--- config.mk ---
export PLATFORM = sky130hd
export DESIGN_NAME = gf2_poly_reducer
export DESIGN_NICKNAME = d
export VERILOG_FILES = /design/src/rtl/gf2_poly_reducer_pkg.sv /design/src/rtl/gf2_poly_reducer_step.sv /design/src/rtl/gf2_poly_reducer.sv
export SDC_FILE = /design/constraint.sdc
export NUM_CORES = 1
export LEC_CHECK = 0
export CORE_UTILIZATION = 49
export DETAILED_ROUTE_END_ITERATION = 10
export PLACE_DENSITY_LB_ADDON = 0.2
export SLEW_MARGIN = 10
export SYNTH_ARGS = -nofsm -noshare
export SYNTH_HDL_FRONTEND = slang
export SYNTH_SLANG_ARGS = --single-unit
export TNS_END_PERCENT = 30
--- constraint.sdc ---
create_clock -name clk -period 4.7 [get_ports clk]
set_clock_uncertainty 0.1 [all_clocks]
set_input_delay 0.47 -clock clk [delete_from_list [all_inputs] [get_ports clk]]
set_output_delay 0.47 -clock clk [all_outputs]
set_load 0.03 [all_outputs]
--- src/rtl/gf2_poly_reducer_pkg.sv ---
// Shared constants, state encoding and parameter checks for the GF(2)[x] reducer.
package gf2_pkg;

    localparam int unsigned DEF_N    = 3;
    localparam logic [3:0]  DEF_POLY = 4'b1011;

    function automatic int unsigned prod_width(input int unsigned n);
        return 2 * n - 1;
    endfunction

    localparam int unsigned DEF_W = prod_width(DEF_N);

    typedef enum logic [1:0] {
        IDLE = 2'd0,
        RUN  = 2'd1,
        DONE = 2'd2
    } state_t;

    // Modulus must be monic of degree n, and n must leave at least one reduction step.
    function automatic bit params_ok(input int unsigned n, input logic [63:0] poly);
        return (n >= 2) && (poly[n] == 1'b1);
    endfunction

endpackage

--- src/rtl/gf2_poly_reducer_step.sv ---
// One shift-XOR reduction step: clears bit idx of r using POLY aligned to that bit.
module gf2_reduce_step
    import gf2_pkg::*;
#(
    parameter int unsigned N    = DEF_N,
    parameter int unsigned W    = prod_width(N),
    parameter int unsigned IDXW = $clog2(W)
) (
    input  logic [W-1:0]    r,
    input  logic [IDXW-1:0] idx,
    input  logic [N:0]      poly,
    output logic [W-1:0]    r_next
);

    always_comb begin
        r_next = r;
        if ((idx >= IDXW'(N)) && r[idx]) begin
            r_next = r ^ (W'(poly) << (idx - IDXW'(N)));
        end
    end

endmodule

--- src/rtl/gf2_poly_reducer.sv ---
// Sequential reduction of a carry-less product modulo a fixed monic POLY,
// one bit per cycle from the top, with valid/ready on both sides.
module gf2_poly_reducer
    import gf2_pkg::*;
#(
    parameter int unsigned N    = DEF_N,
    parameter logic [N:0]  POLY = DEF_POLY
) (
    input  logic                     clk,
    input  logic                     rst,
    input  logic                     in_valid,
    output logic                     in_ready,
    input  logic [prod_width(N)-1:0] in_prod,
    output logic                     out_valid,
    input  logic                     out_ready,
    output logic [N-1:0]             out_rem,
    output logic                     busy
);

    localparam int unsigned W    = prod_width(N);
    localparam int unsigned IDXW = $clog2(W);

    if (!params_ok(N, 64'(POLY))) begin : g_bad_params
        $error("gf2_poly_reducer: N must be >= 2 and POLY[N] must be 1");
    end

    state_t          state, state_n;
    logic [W-1:0]    r, r_n, r_step;
    logic [IDXW-1:0] idx, idx_n;
    logic            accept;

    gf2_reduce_step #(
        .N    (N),
        .W    (W),
        .IDXW (IDXW)
    ) u_step (
        .r      (r),
        .idx    (idx),
        .poly   (POLY),
        .r_next (r_step)
    );

    always_ff @(posedge clk or posedge rst) begin
        if (rst) begin
            state <= IDLE;
            r     <= '0;
            idx   <= '0;
        end else begin
            state <= state_n;
            r     <= r_n;
            idx   <= idx_n;
        end
    end

    always_comb begin
        state_n   = state;
        r_n       = r;
        idx_n     = idx;
        in_ready  = (state == IDLE) || ((state == DONE) && out_ready);
        accept    = in_valid && in_ready;
        out_valid = (state == DONE);
        out_rem   = '0;
        busy      = (state != IDLE);

        case (state)
            IDLE: ;
            RUN: begin
                r_n   = r_step;
                idx_n = idx - IDXW'(1);
                if (idx == IDXW'(N)) state_n = DONE;
            end
            DONE: begin
                out_rem = r[N-1:0];
                if (out_ready) state_n = IDLE;
            end
            default: state_n = IDLE;
        endcase

        // A load from DONE overrides the return to IDLE: output and input handshakes share the edge.
        if (accept) begin
            r_n     = in_prod;
            idx_n   = IDXW'(W - 1);
            state_n = RUN;
        end
    end

endmodule

==> results of run 1 <==
==> path summary, 6_finish.rpt <==
path                       startpoint  endpoint  slack [ns]  cells past startpoint
max                         out_ready  in_ready        2.30                      4
min                               rst    idx[0]        0.39                      2
max reg2reg                    idx[0]      r[3]        2.37                      7
min reg2reg                  state[1]  state[0]        0.46                      1
max in group asynchronous         rst      r[1]        3.83                      2
min in group clk             state[1]  state[0]        0.46                      1
==> flip-flops by register name (all words and copies together) (netlist names) <==
name,count
idx,3
r,5
state,2
==> per-layer routing <==
| layer | up-vias | GRT usage (%) | routed length, um | share of wire [%] |
|---|---|---|---|---|
| met5 | - | 0 | 0 | 0 |
| met4 | 0 | 7.76 | 15 | 1.1 |
| met3 | 2 | 8.52 | 39 | 2.9 |
| met2 | 7 | 32.5 | 662 | 49 |
| met1 | 267 | 23.7 | 627 | 47 |
| li1 | 303 | - | - | - |
==> synth_stat cells <==
cell type   n  area share (%)
nand2_1     4             2.2
o211ai_1    2             2.2
nand3b_1    1             1.1
mux2i_1     1             1.5
xnor2_1     1             1.3
nor2_1     12             6.6
and3_1      1            0.92
a21oi_1     6             4.4
o31ai_1     1             1.1
nand2b_1    1            0.92
a31oi_1     2             1.8
nand4bb_1   1             1.7
or3_1       2             1.8
nor2b_1     3             2.8
xor2_1      4             5.1
clkbuf_1    1            0.55
inv_1       6             3.3
or2_2       1            0.92
o21ai_0     7             5.1
buf_6       1             1.7
dfrtp_1    10              37
o41ai_2     1             2.4
nor3_1      1            0.73
a211oi_2    1             1.8
o21ai_2     1             1.3
ha_1        4             7.3
and2_1      3             2.8
==> cells by family after synthesis <==
| kind of cell | after synthesis | synth area share (%) |
|---|---|---|
| simple gates | 30 | 22.4 |
| compound gates | 21 | 20.2 |
| flops | 10 | 36.7 |
| buf+inv | 8 | 5.50 |
| xor+xnor | 5 | 6.42 |
| fa+ha+maj | 4 | 7.34 |
| mux | 1 | 1.47 |
==> layout make-up <==
type	instances	area (sq um)
clock buffer	3	22.5
fill	129	453
inverter	6	22.5
multi-input combinational	61	394
sequential	10	250
tap	15	18.8
timing repair buffer	14	140
==> power groups by stage <==
stage	logic, mW	registers (mW)	clock network, mW
finish	0.276	0.182	0.0562
global route	0.313	0.188	0.0614
CTS	0.280	0.183	0.0585
detailed placement	0.279	0.184	0
global placement	0.267	0.182	0
floorplan	0.233	0.162	0
==> per-stage QoR <==
step           power [mW]  setup slack, ns  cells  cell area, sq um
4_1_cts             0.521             2.31    109               848
5_1_grt             0.562             2.20    109               848
3_5_place_dp        0.463             2.32    106               826
3_3_place_gp        0.449             2.34    106               826
2_1_floorplan       0.395             2.75     79               682
6_report            0.515             2.30    109               848
==> impl_results.md, run 1 <==
* Hold-fix buffer count after cts at 0
* Wire length of the first global-routing pass at around 2000 um
* Post-CTS Repair Setup Buffers at 0
* Number of global-route vias before repair at about 470
* Total core area at 0.00130 sq mm
* Total DRC errors in the routed layout at 0
* Run status: finished clean
* Crit-path cells: clkdlybuf4s50_1, nor2_1, nor2_1, clkdlybuf4s50_1
* Achievable clock frequency at about 420 MHz
* Antenna violations before repair at 0
* Clock buffer count from CTS at 3
* Setup repair after global routing missed its margin: no
* Clk Latency, worst-skew pair at 0.27 ns
* Die span in y at 39.3 um
* Top-Level Pins at 15
* Most common library cell in the layout ignoring fill and taps: clkdlybuf4s50_1
* Maximum vdd ir drop at 0.347 mV
* Number of buffers on the longest clock path at 2
* Maximum number of pins on one net before global-route repair at 12
* All-layer global routing usage at about 20%
* Worst Tran Pin Value at about 1.1 ns
* Relative contribution of the clock network to total power at 10.9%
* Synthesis-to-finish area growth at 24.4%
* Diode insertion count for antenna repair at 0
* Net count, final at 109
* Fin Setup TNS at 0 ns
* Starting density of the core at 52.4%
* Combinational share of power at between 50% and 60%
* Reported net switching power at between 0.2 and 0.25 mW
* Number of cells produced by synthesis at 79
* Sequential share of the synthesized area at ~37%
* Worst path required time at 4.13 ns
* Wire length reported by the detailed router at 1350 um
* Pwr per Cell Area at between 600 and 700 mW/mm^2
* Top fanout value on the critical path at 4
* Via count normalized by instance count at approximately 5.3
* Area of the mapped netlist at 682 sq um
* Signal arrival time at the worst endpoint at around 1.8 ns
* Slowest-stage cell, CP: clkdlybuf4s50_1
* Number of distinct library cells after synthesis at 27
* TritonCTS clock tree: done
* Final cell utilization of the core at 65.2%
* Count of endpoints failing hold in the final timing report at 0
* Register clock-pin slew on the reported worst setup and hold paths at 0.06 ns
* Kind of end point of the critical path: primary output
* Category of cells accounting for the largest share of critical-path delay: buffers and inverters
* YS warnings at 0
* Internal Power at ~0.28 mW
* Number of detailed-route iterations in the first pass at 4
* Kind of launch point of the worst setup path: input pin
* Post-CTS Resized at 0
* Total gr overflow at 0
* Number of clock sinks at 10
* Count of final max-slew check failures at 0
* Average wire per cell in the routed design at between 10 and 15 um
* Total number of placement rows at 13
* Final RePlAce weighted congestion at approximately 0.86
* Top library cells by usage in the layout, fill and taps aside: 14 x clkdlybuf4s50_1, 12 x nor2_1, 10 x dfrtp_1
* Iteration-0 DRC count of the detailed router at 10
* Post-synthesis net count at 92
* Seq cells post-synth at 10
* Leak at between 0.3 and 0.4 nW
* Max cap viols at 0
* Mean instance size in the synthesized netlist at ~8.6 sq um
* Final worst path period share at about half
* Kind of critical path: input pin to primary output
* Min-Delay Path Class: input pin to async pin
* Critical path buffer and inverter count at 2
* Max-slew headroom at the worst pin at a little over a quarter
* Area of the die at ~0.0015 sq mm
* Library cell used as clock root buffer: clkbuf_4
* Total number of vias at 579
* HPWL Detailed at about 1100 um
* Highest cell delay on the worst timing path at 0.67 ns
* Hold Worst Slack at just under 0.4 ns
* Deepest level of the CTS H-tree at 1
* Sw Share at a little under half
* Remaining number of nets flagged by the antenna check after routing at 0
* Fin crit period at roughly 2.4 ns
* Width of the die at a little under 40 um
* Share of cells above drive strength 1 at around 7.4%
* Count of buffers inserted at the top-level ports at 14
* Total setup violations reported at the end of the flow at 0
* Relative contribution of sequential cells to total power at 35.4%
No activity file was read; power rests on OpenSTA's default activity.
==> inputs of run 2 (changes only) <==
--- a/config.mk
+++ b/config.mk
@@ -5,7 +5,7 @@
 export SDC_FILE = /design/constraint.sdc
 export NUM_CORES = 1
 export LEC_CHECK = 0
-export CORE_UTILIZATION = 49
+export CORE_UTILIZATION = 43
 export DETAILED_ROUTE_END_ITERATION = 10
 export PLACE_DENSITY_LB_ADDON = 0.2
 export SLEW_MARGIN = 10
==> constraint.sdc (replaced) <==
create_clock -name clk -period 2.2 [get_ports clk]
set_clock_uncertainty 0.1 [all_clocks]
set_input_delay 0.22 -clock clk [delete_from_list [all_inputs] [get_ports clk]]
set_output_delay 0.22 -clock clk [all_outputs]
set_load 0.03 [all_outputs]
==> run 2 against run 1 <==
Largest cell class unchanged; via count rose by 3.8%; routed wire length grew 8.9%; non-clock buffer count rose by 3; critical endpoint is now r[0]; critical path depth rose by 4.
==> impl_results.md, run 2 (same netlist as run 1, synthesis figures left out) <==
* Slowest-stage cell, CP: dfrtp_2
* Width of the die at ~42 um
* All-layer global routing usage at 19.6%
* Top Usage Layer GRT: met2
* Worst Tran Pin Value at roughly 0.74 ns
* Tot Pwr at between 1 and 1.5 mW
* Setup repair after global routing missed its margin: no
* Register clock-pin slew on the reported worst setup and hold paths at 0.07 ns
* Total core area at around 0.0015 sq mm
* GR met1 Demand/Resource at between 20% and 30%
* Total number of vias at roughly 600
* Count of endpoints failing hold in the final timing report at 0
* Clk Latency, worst-skew pair at 0.27 ns
* Area of the die at approximately 0.0017 sq mm
* Max cap viols at 0
* Remaining number of nets flagged by the antenna check after routing at 0
* Number of buffers on the longest clock path at 2
* RR Startpoint: idx[1]
* Critical path buffer and inverter count at 2
* Top library cells by usage in the layout, fill and taps aside: 12 x nor2_1, 11 x clkdlybuf4s50_1, 9 x dfrtp_1
* Via count normalized by instance count at approximately 5.3
* Max-slew headroom at the worst pin at roughly 50%
* Net count, final at roughly 110
* Total number of placement rows at 14
* Antenna violations before repair at 0
* Number of flip-flops under the largest register name at 5
* Synthesis-to-finish area growth at 32.3%
* Starting density of the core at a little under half
* Most common library cell in the layout ignoring fill and taps: nor2_1
* Clock buffer count from CTS at 3
* Iteration-0 DRC count of the detailed router at 19
* Highest cell delay on the worst timing path at 0.44 ns
* Kind of launch point of the worst setup path: flip-flop
* Top register by number of flip-flops: r
* Share of cells above drive strength 1 at about 12%
* Category of cells accounting for the largest share of critical-path delay: compound AO/OA/AOI/OAI gates
* Final worst path period share at between 90% and 100%
* Fin Setup TNS at 0 ns
* Largest registers ranked by flip-flop count: r x5, idx x3, state x2
* Achievable clock frequency at 490 MHz
* Hold-fix buffer count after cts at 0
* Storage element area at between 200 and 300 sq um
* Area taken by multi-input logic gates at between 400 and 500 sq um
* Instance area after placement at roughly 840 sq um
* Count of placed standard cells including taps at 109
* Worst path required time at approximately 2.2 ns
* Number of cells in the finished layout apart from fillers at ~110
* Run status: finished clean
* TritonCTS clock tree: done
* Leak at 0.431 nW
* Average wire per cell in the routed design at roughly 13 um
* Total gr overflow at 0
* Die span in y at 41.8 um
* Min-Delay Path Class: input pin to async pin
* Number of clock sinks at 10
* Signal arrival time at the worst endpoint at between 2 and 2.5 ns
* Number of detailed-route iterations in the first pass at 4
* Total setup violations reported at the end of the flow at 0
* Total non-filler cell area in the finished layout at approximately 900 sq um
* Deepest level of the CTS H-tree at 1
* Met3 routing resource usage after global routing at between 5 and 6%
* Maximum vdd ir drop at between 0.7 and 0.8 mV
* HPWL Detailed at approximately 1100 um
* Kind of end point of the critical path: flip-flop
* Top-Level Pins at 15
* Maximum number of pins on one net before global-route repair at 12
* Library cell used as clock root buffer: clkbuf_4
* Wire length reported by the detailed router at 1470 um
* Final RePlAce weighted congestion at between 0.8 and 0.9
* Count of buffers inserted at the top-level ports at 14
* Final cell utilization of the core at approximately three fifths
* Fin crit period at around 2.0 ns
* Number of fillers in the final layout at roughly 140
* Pwr per Cell Area at roughly 1300 mW/mm^2
* Top fanout value on the critical path at 6
* Total DRC errors in the routed layout at 0
* Number of global-route vias before repair at just under 600
* Wire length of the first global-routing pass at between 2000 and 3000 um
* Crit-path cells: ha_1, ha_2, inv_1, o41ai_4, buf_4, o211ai_1, xor2_1, a21oi_1
* Count of final max-slew check failures at 0
* Met2 capacity usage during global routing at between 30% and 40%
* Critical Path Start: idx[1]
* Diode insertion count for antenna repair at 0
* Kind of critical path: flip-flop to flip-flop
==> run 2: cell type report <==
cell class	count	share of cell area, %
timing repair buffer	17	18.9
tap	16	2.22
multi-input combinational	61	46.0
sequential	10	27.9
clock buffer	3	2.50
inverter	6	2.50
==> run 2: power breakdown <==
group / total, mW / internal, mW / switching [mW]
Clock: 0.128 / 0.0633 / 0.0646
Combinational: 0.676 / 0.308 / 0.368
Sequential: 0.377 / 0.274 / 0.103
==> run 2: per-layer routing <==
layer | up-vias | wire [um]
li1 | 304 | -
met1 | 282 | 671
met2 | 11 | 705
met3 | 4 | 56
met4 | 0 | 31
met5 | - | 0
==> run 2: path summary, 6_finish.rpt <==
kind                             to  slack (ns)  depth (start not counted)
min reg2reg                state[0]        0.45                          1
max in group asynchronous    idx[1]        1.56                          2
min in group clk               r[1]        0.43                          3
max reg2reg                    r[0]        0.16                          8
min                        state[0]        0.13                          2
max                            r[0]        0.16                          8
==> run 2: timing repair <==
item / CTS / global route
setup buffers: 0 / 1
gates resized for setup: 0 / 7
setup endpoints to repair: 0 / 8
==> run 2: metrics by stage <==
| stage | setup slack, ns | hold slack, ns |
|---|---|---|
| 6_report | 0.160 | 0.134 |
| 2_1_floorplan | 0.255 | -0.0398 |
| 5_1_grt | 0.0102 | 0.189 |
| 4_1_cts | 0.0211 | 0.141 |
| 3_5_place_dp | 0.0619 | 0.429 |
| 3_3_place_gp | 0.0956 | 0.424 |
==> inputs of run 3 (changes only) <==
--- a/config.mk
+++ b/config.mk
@@ -5,7 +5,8 @@
 export SDC_FILE = /design/constraint.sdc
 export NUM_CORES = 1
 export LEC_CHECK = 0
-export CORE_UTILIZATION = 43
+export ABC_AREA = 1
+export CORE_UTILIZATION = 45
 export DETAILED_ROUTE_END_ITERATION = 10
 export PLACE_DENSITY_LB_ADDON = 0.2
 export SLEW_MARGIN = 10
==> constraint.sdc (replaced) <==
create_clock -name clk -period 1.75 [get_ports clk]
set_clock_uncertainty 0.1 [all_clocks]
set_input_delay 0.175 -clock clk [delete_from_list [all_inputs] [get_ports clk]]
set_output_delay 0.175 -clock clk [all_outputs]
set_load 0.03 [all_outputs]
==> run 3 against run 2 <==
Final cell count is 30% higher; clock-buffer cell count unchanged; hold slack worse by 0.052 ns; synthesized cell count rose by 39%; highest routed layer unchanged.
==> impl_results.md, run 3 <==
* All-layer global routing usage at between 20% and 30%
* Hold Worst Slack at slightly above 0.08 ns
* Clock buffer count from CTS at 3
* Max cap viols at 0
* Total setup violations reported at the end of the flow at 0
* Worst Setup Slack post-DPL at around 0.036 ns
* Total number of placement rows at 14
* Mean instance size in the synthesized netlist at approximately 7.0 sq um
* Count of buffers inserted at the top-level ports at 14
* Depth of the worst register-to-register path at 11
* Number of cells in the finished layout apart from fillers at roughly 150
* Pwr per Cell Area at 1980 mW/mm^2
* Area of the mapped netlist at around 770 sq um
* Average wire per cell in the routed design at about 12 um
* Top register by number of flip-flops: r
* Count of placed standard cells including taps at between 100 and 150
* Min-Delay Path Class: input pin to async pin
* Max-slew headroom at the worst pin at 73.1%
* Count of final max-slew check failures at 0
* Critical path buffer and inverter count at 2
* TritonCTS clock tree: done
* Ranking of synthesized cells by instance count: 36 x nand2_1, 16 x nand3_1, 13 x inv_1
* Number of enable flip-flop cells after synthesis at 0
* Top-Level Pins at 15
* Setup repair after global routing missed its margin: yes
* Post-synthesis net count at 123
* Antenna violations before repair at 0
* YS warnings at 0
* Deepest level of the CTS H-tree at 1
* Share of cells above drive strength 1 at about 20%
* Area share of the largest cell type after synthesis at about 33%
* Total non-filler cell area in the finished layout at 988 sq um
* Wire length reported by the detailed router at ~1700 um
* Synth area leader: dfrtp_1
* Leading post-synthesis cells by cell area: dfrtp_1 33%, nand2_1 18%, nand3_1 10%
* Count of endpoints failing hold in the final timing report at 0
* Clk Latency, worst-skew pair at around 0.27 ns
* Kind of launch point of the worst setup path: flip-flop
* Achievable clock frequency at 614 MHz
* Number of fillers in the final layout at ~140
* Final worst path period share at between 90 and 100%
* Number of cells produced by synthesis at 110
* Number of distinct library cells after synthesis at 20
* Wire length of the first global-routing pass at about 3000 um
* Signal arrival time at the worst endpoint at roughly 1.4 ns
* Setup WS post-layout at 0.121 ns
* Largest registers ranked by flip-flop count: r x5, idx x3, state x2
* Leak at around 0.52 nW
* Net count, final at roughly 150
* Top library cells by usage in the layout, fill and taps aside: 36 x nand2_1, 16 x nand3_1, 11 x inv_1
* Kind of critical path: flip-flop to primary output
* Fin crit period at around 1.6 ns
* Maximum vdd ir drop at between 1 and 1.5 mV
* Library cell used as clock root buffer: clkbuf_4
* Hold-fix buffer count after cts at 0
* Total number of vias at approximately 770
* Top flip-flop cell by instance count after synthesis: dfrtp_1
* Crit-path cells: nor2_1, inv_1, nor2_1, clkdlybuf4s15_1
* Category of cells accounting for the largest share of critical-path delay: buffers and inverters
* Worst path required time at 1.47 ns
* Capture instance of the worst register-to-register path: r[2]
* Starting density of the core at ~50%
* Total core area at between 0.0015 and 0.002 sq mm
* Number of buffers on the longest clock path at 2
* CP Depth at 4
* Worst Tran Pin Value at 0.402 ns
* Number of flip-flops under the largest register name at 5
* Async set or reset register ratio after synthesis at 100%
* Width of the die at between 40 and 50 um
* Die span in y at around 43 um
* Run status: finished clean
* Area of the die at 0.00187 sq mm
* Remaining number of nets flagged by the antenna check after routing at 0
* Iteration-0 DRC count of the detailed router at 19
* Total gr overflow at 0
* Number of detailed-route iterations in the first pass at 4
* Sequential share of the synthesized area at 32.6%
* Number of clock sinks at 10
* Setup slack of the worst register-to-register path at roughly 0.13 ns
* Kind of end point of the critical path: primary output
* Number of global-route vias before repair at approximately 760
* Via count normalized by instance count at 5.24
* Diode insertion count for antenna repair at 0
* RR Startpoint: idx[0]
* Synthesis-to-finish area growth at 28.9%
* Instance area after placement at about 950 sq um
* Total DRC errors in the routed layout at 0
* Top fanout value on the critical path at 4
* Most common library cell in the layout ignoring fill and taps: nand2_1
* Most common cell type on the critical path: nor2_1
* Final RePlAce weighted congestion at between 0.9 and 1
* HPWL Detailed at ~1300 um
* Seq cells post-synth at 10
* Register clock-pin slew on the reported worst setup and hold paths at ~0.060 ns
* Most numerous cell in the Yosys netlist: nand2_1
* Slowest-stage cell, CP: dfrtp_1
* Maximum number of pins on one net before global-route repair at 11
* Highest cell delay on the worst timing path at around 0.40 ns
* Tot Pwr at 1.96 mW
run 3: kinds of logic (layout without fill, tap and decap cells):
group                      count (synthesis)  count (layout)  share of synthesized area [%]
AOI/OAI and AO/OA                         10              10                           7.50
buffers and inverters                     17              38                           8.48
adders and majority gates                  4               4                           6.53
and+or+nand+nor                           67              67                           42.6
xor gates and xnor gates                   2               2                           2.28
DFF                                       10              10                           32.6
run 3: per-stage QoR:
step	setup TNS [ns]	util [%]
final	0	64.1
after global routing	-0.00899	64.1
after CTS	0	63.1
after detailed placement	0	61.9
after global placement	0	61.9
after floorplan	-0.116	-
run 3: worst max-delay path by stage:
stage          startpoint          to  slack, ns
2_1_floorplan    state[1]  out_rem[0]      -0.04
3_3_place_gp       idx[1]        r[2]       0.10
3_5_place_dp       idx[1]        r[2]       0.04
4_1_cts          state[0]        busy       0.02
5_1_grt            idx[0]        r[2]     -0.004
6_report         state[0]  out_rem[0]       0.12
run 3: layer usage:
| metal | track usage (%) | wire length (um) |
|---|---|---|
| met5 | 0 | 0 |
| met4 | 11.5 | 37 |
| met3 | 3.83 | 133 |
| met2 | 34.3 | 814 |
| met1 | 29.3 | 760 |
run 3: layout make-up:
cell class                      count  area, sq um  share of cell area, %
Sequential cell                    10          250                   25.3
Inverter                           17         65.1                   6.58
Clock buffer                        3         22.5                   2.28
Timing Repair Buffer               18          164                   16.6
Multi-Input combinational cell     83          467                   47.2
Tap cell                           16         20.0                   2.03
run 3: repair_timing:
action | in CTS | in global routing
endpoints found under the setup margin | 4 | 9
buffers inserted | 0 | 0
gates resized for setup | 4 | 9
run 3: where the power goes:
group,leakage (nW),internal (mW),switching [mW]
Combinational,0.383,0.520,0.829
Sequential,0.123,0.344,0.101
Clock,0.0138,0.0798,0.0838
Total,0.520,0.944,1.01
